**src/rtl/if_fetch_unit.sv**
```systemverilog
// Instruction-fetch stage: requests instructions from a variable-latency
// memory and presents PC/instruction pairs (or bubbles) to the IF/ID register.
// The PC advances only when the presented instruction is accepted downstream.
module if_fetch_unit #(
  parameter logic [31:0] RESET_PC = 32'h0000_0000,
  parameter int unsigned PC_STEP  = 4
) (
  input  logic        clk,
  input  logic        rst,
  input  logic        freeze,
  input  logic        branchTaken,
  input  logic [31:0] branchAddr,
  output logic        imemReq,
  output logic [31:0] imemAddr,
  input  logic        imemAck,
  input  logic [31:0] imemRdata,
  output logic [31:0] pcOut,
  output logic [31:0] instOut,
  output logic        instValid
);

  localparam int unsigned XLEN = 32;

  // REQ: request outstanding to pc; DROP: stale request pending after a
  // redirect; HOLD: fetched instruction parked while downstream is frozen.
  typedef enum logic [1:0] {
    S_REQ  = 2'd0,
    S_DROP = 2'd1,
    S_HOLD = 2'd2
  } state_t;

  state_t            state;
  state_t            state_next;
  logic [XLEN-1:0]   pc;
  logic [XLEN-1:0]   pc_next;
  logic [XLEN-1:0]   req_addr;
  logic [XLEN-1:0]   req_addr_next;
  logic [XLEN-1:0]   hold_inst;
  logic [XLEN-1:0]   hold_inst_next;
  logic [XLEN-1:0]   pc_inc;

  // Sequential PC, wraps modulo 2^32.
  assign pc_inc = pc + XLEN'(PC_STEP);

  // State and fetch registers.
  always_ff @(posedge clk or negedge rst) begin
    if (!rst) begin
      state     <= S_REQ;
      pc        <= RESET_PC;
      req_addr  <= RESET_PC;
      hold_inst <= '0;
    end else begin
      state     <= state_next;
      pc        <= pc_next;
      req_addr  <= req_addr_next;
      hold_inst <= hold_inst_next;
    end
  end

  // Next-state and register updates; redirect beats freeze beats normal flow.
  always_comb begin
    state_next     = state;
    pc_next        = pc;
    req_addr_next  = req_addr;
    hold_inst_next = hold_inst;
    case (state)
      S_REQ: begin
        if (imemAck) begin
          if (branchTaken) begin
            pc_next       = branchAddr;
            req_addr_next = branchAddr;
          end else if (freeze) begin
            hold_inst_next = imemRdata;
            state_next     = S_HOLD;
          end else begin
            pc_next       = pc_inc;
            req_addr_next = pc_inc;
          end
        end else if (branchTaken) begin
          // Request must stay up on its old address until the memory answers.
          pc_next    = branchAddr;
          state_next = S_DROP;
        end
      end
      S_DROP: begin
        if (branchTaken) begin
          pc_next = branchAddr;
        end
        if (imemAck) begin
          req_addr_next = branchTaken ? branchAddr : pc;
          state_next    = S_REQ;
        end
      end
      S_HOLD: begin
        if (branchTaken) begin
          pc_next       = branchAddr;
          req_addr_next = branchAddr;
          state_next    = S_REQ;
        end else if (!freeze) begin
          pc_next       = pc_inc;
          req_addr_next = pc_inc;
          state_next    = S_REQ;
        end
      end
      default: begin
        state_next = S_REQ;
      end
    endcase
  end

  // Outputs: combinational from state, registers and the memory response.
  always_comb begin
    imemReq   = 1'b0;
    imemAddr  = '0;
    instValid = 1'b0;
    instOut   = '0;
    pcOut     = '0;
    if (rst) begin
      case (state)
        S_REQ: begin
          imemReq  = 1'b1;
          imemAddr = req_addr;
          if (imemAck && !branchTaken) begin
            instValid = 1'b1;
            instOut   = imemRdata;
            pcOut     = pc_inc;
          end
        end
        S_DROP: begin
          imemReq  = 1'b1;
          imemAddr = req_addr;
        end
        S_HOLD: begin
          imemAddr  = req_addr;
          instValid = 1'b1;
          instOut   = hold_inst;
          pcOut     = pc_inc;
        end
        default: begin
          imemReq = 1'b0;
        end
      endcase
    end
  end

endmodule

```
**config.mk**
```make
export PLATFORM = sky130hd
export DESIGN_NAME = if_fetch_unit
export DESIGN_NICKNAME = d
export VERILOG_FILES = /design/src/rtl/if_fetch_unit.sv
export SDC_FILE = /design/constraint.sdc
export NUM_CORES = 1
export LEC_CHECK = 0
export BUFFER_PORTS_ARGS = -buffer_cell sky130_fd_sc_hd__buf_2
export CORE_MARGIN = 5
export CORE_UTILIZATION = 25
export CTS_CLUSTER_SIZE = 30
export DETAILED_ROUTE_END_ITERATION = 16
export PLACE_DENSITY = 0.41
export SETUP_SLACK_MARGIN = 0.2
export SLEW_MARGIN = 10
export SYNTH_ARGS = -nofsm -noshare
export SYNTH_HDL_FRONTEND = slang
export SYNTH_SLANG_ARGS = --single-unit
export TNS_END_PERCENT = 20
```
**constraint.sdc**
```tcl
create_clock -name clk -period 3.1 [get_ports clk]
set_clock_uncertainty 0.2 [all_clocks]
set_input_delay 0.155 -clock clk [delete_from_list [all_inputs] [get_ports clk]]
set_output_delay 0.155 -clock clk [all_outputs]
set_load 0.01 [all_outputs]
```
==> flow_summary.yaml <==
sta:
  rsz0062_at_grt: "true"
  timing.final.crit_share_pct: 92.3
  fmax_mhz: 349
  worst_pin_slew_ns: 0.752
  slew_viol_final: 0
  layout_min_cycle_time_ns: 2.86
  finalSetupTns_ns: 0
  hold_violations: 0
  setup-violations-final: 0
  slew_headroom_pct: 49.7
critical_path:
  cp_slowest_cell: "dfrtp_2"
  rr_worst_depth: 9
  critical_path_peak_fanout: 13
  r2r-start: "state[0]"
  crit_family: "simple AND/OR/NAND/NOR gates"
  r2r_end: "pc[15]"
  startpoint_type: "register"
  endpoint_kind: "output port"
  crit_arrival_ns: 2.51
  max_stage_delay_ns: 0.51
  r2r_slack_ns: 0.46
  path_depth: 7
  crit_path_frequent_cell: "nor2_1"
  path_cells: "nand4_1 > nor4_2 > nand2_1 > nor2_1 > xnor2_1 > nor2_1 > buf_2"
  required_ns: 2.74
  crit_buf_inv: 1
  crit_type: "reg2out"
die:
  die_h_um: 188
  die_w_um: 188
  boundaryPins: 167
  die-area_um2: 35400
  rows: 65
  start_util_pct: 25.2
  fp.coreArea_um2: 31500
yosys:
  synthSimpleGateAreaFrac_pct: 25.7
  synth_mux_area_share_pct: 5.86
  ys_top_cells_by_count: "151 x nor2_1, 98 x dfrtp_1, 97 x nand2_1"
  syn-num-nets: 1098
  ys_ff_latch: 98
  synth_largest_area_cell: "dfrtp_1"
  ys.flop_type: "dfrtp_1"
  synth_edf_count: 0
  synth_area_um2: 7940
  synth_top_family_by_area: "simple AND/OR/NAND/NOR gates"
  netlist-cell-type-count: 72
  synth.area.top_cells: "dfrtp_1 31%, nor2_1 7.1%, mux2_2 5.1%"
  yosysSeqAreaShare_pct: 30.9
  synth_compound_area_share_pct: 22.8
  yosysTopAreaCellShare_pct: 30.9
  yosysMostFrequentCell: "nor2_1"
  yosys_warnings: 0
  syn_area_per_cell_um2: 7.75
  async_flop_share_pct: 100
  synth_fa_ha_area_share_pct: 0.788
  synth_xor_area_share_pct: 6.95
  synth_cells: 1024
pwr:
  p_comb_share_pct: 56.9
  p_switching_mw: 4.03
  power_frac_seq_pct: 29.3
  switching_share_pct: 47.7
  p_int_mw: 4.43
  pwr-share-clk_pct: 13.8
  p_leak_nw: 4.30
  power_density_nw_per_um2: 836
  vdd_drop_max_v: 0.000313
cts:
  cts_root_buf: "clkbuf_16"
  clk_pin_slew_worst_paths_ns: 0.09
  tritoncts: "built"
  cts_made_buffers: 9
  htree_levels: 3
  clk_latency_ns: 0.37
  clock_path_buffers: 2
  cts.sinks: 98
route:
  firstDrtPassIters: 5
  drc: 0
  wl_per_cell_um: 21.1
  num_vias: 8487
  ant_nets: 0
  drt-total-wl_mm: 34.2
  avgViaCountPerCell: 5.24
  first_iter_violations: 694
place:
  dp_hpwl_mm: 24.6
  gp_congestion: 0.892
  port_buffers: 166
run:
  cap_violations: 0
grt:
  grt_overflow_total: 0
  grt_usage_pct: 18.9
  grt_max_degree: 56
  grt_pass1_wl_mm: 52.5
  grt_pass1_vias: 8242
  antenna_found_initial: 3
final_layout:
  syn_to_final_growth_pct: 27.6
  fin_nets: 1287
  fillers: 3382
  antenna_cells: 0
  layout-drive-gt1-share_pct: 26.1
  fin_util_pct: 32.2
worst_hold_path:
  hold_path.class: "in2reg"
  min_from: "branchAddr[9]"
  hold_depth: 4
  whs_endpoint: "pc[9]"
status:
  outcome: "completed"
==> routing by layer <==
layer / global-route usage, % / share of wire (%) / vias up
li1: - / - / 4010
met1: 27.7 / 47 / 4067
met2: 28.3 / 43 / 350
met3: 3.58 / 7.5 / 54
met4: 5.28 / 2.3 / 6
met5: 0 / 0.14 / -
==> cells in the final DEF, fill, tap and decap left out, types with 11 or more instances in the layout <==
master and n:
a21oi_1 61, a221oi_1 11, a22oi_1 33, and2_1 37, and3_1 13, buf_2 164
buf_4 62, dfrtp_1 90, dlygate4sd3_1 48, inv_1 12, mux2_2 36, nand2_1 97
nand2b_1 12, nand3_1 21, nand4_1 13, nor2_1 150, nor3_1 22, o21ai_0 79
o22ai_1 14, xnor2_1 33, xor2_1 29
==> power groups by stage <==
stage                     clock network, mW  registers (mW)  logic (mW)
final                                  1.16            2.48        4.82
after global routing                   1.25            2.57        5.28
after CTS                              1.20            2.49        4.75
after detailed placement                  0            2.50        4.68
after global placement                    0            2.51        4.68
after floorplan                           0            2.18        3.30
==> timing repair <==
| action | in CTS | in global routing |
|---|---|---|
| gates resized for setup | 9 | 8 |
| setup buffers | 0 | 3 |
| cloned | 0 | 0 |
| endpoints found under the setup margin | 15 | 58 |
| hold buffers | 48 | 0 |
| hold endpoints to repair | 76 | 0 |
==> registers in the layout, indices dropped and copies added, names as in the netlist <==
signal     count
state          2
hold_inst     32
pc            32
req_addr      32
==> worst register-to-register path, cell delays in order (launching register included) <==
cell	delay (ns)
dfrtp_1	0.39
inv_1	0.11
ha_1	0.33
buf_4	0.30
nand2b_1	0.18
nor2_1	0.33
a2111o_1	0.19
a21boi_0	0.18
o21ai_0	0.11
a22o_1	0.23
==> layout make-up <==
class | instances | area, µm² | share of cell area [%]
Clock buffer | 9 | 225 | 2.22
Clock inverter | 6 | 50.0 | 0.494
Inverter | 13 | 48.8 | 0.482
Multi-Input combinational cell | 813 | 5000 | 49.4
Sequential cell | 98 | 2460 | 24.3
Tap cell | 402 | 503 | 4.97
Timing Repair Buffer | 278 | 1840 | 18.2
==> worst max-delay path by stage <==
stage	start	endpoint	slack [ns]
floorplan	pc[3]	pcOut[20]	0.55
global placement	pc[2]	pcOut[30]	0.33
detailed placement	pc[2]	pcOut[30]	0.31
CTS	pc[2]	pcOut[30]	0.13
global route	pc[8]	pcOut[19]	0.13
finish	pc[11]	pcOut[19]	0.24
==> cells by family after synthesis <==
group / after synthesis
compound gates: 282
xor+xnor: 63
fa+ha+maj: 5
buf+inv: 113
flops: 98
mux: 42
simple gates: 421
==> metrics by stage <==
| step | setup slack, ns | hold WS (ns) | area [µm²] | std cells | total power [mW] |
|---|---|---|---|---|---|
| 6_report | 0.239 | 0.0155 | 10100 | 1619 | 8.46 |
| 5_1_grt | 0.133 | 0.0441 | 10100 | 1619 | 9.10 |
| 4_1_cts | 0.132 | 0.000430 | 10100 | 1616 | 8.44 |
| 3_5_place_dp | 0.312 | -0.0342 | 9290 | 1553 | 7.18 |
| 3_3_place_gp | 0.326 | -0.0318 | 9290 | 1553 | 7.19 |
| 2_1_floorplan | 0.550 | -0.341 | 7940 | 1024 | 5.48 |
No activity file was read; power rests on OpenSTA's default activity.
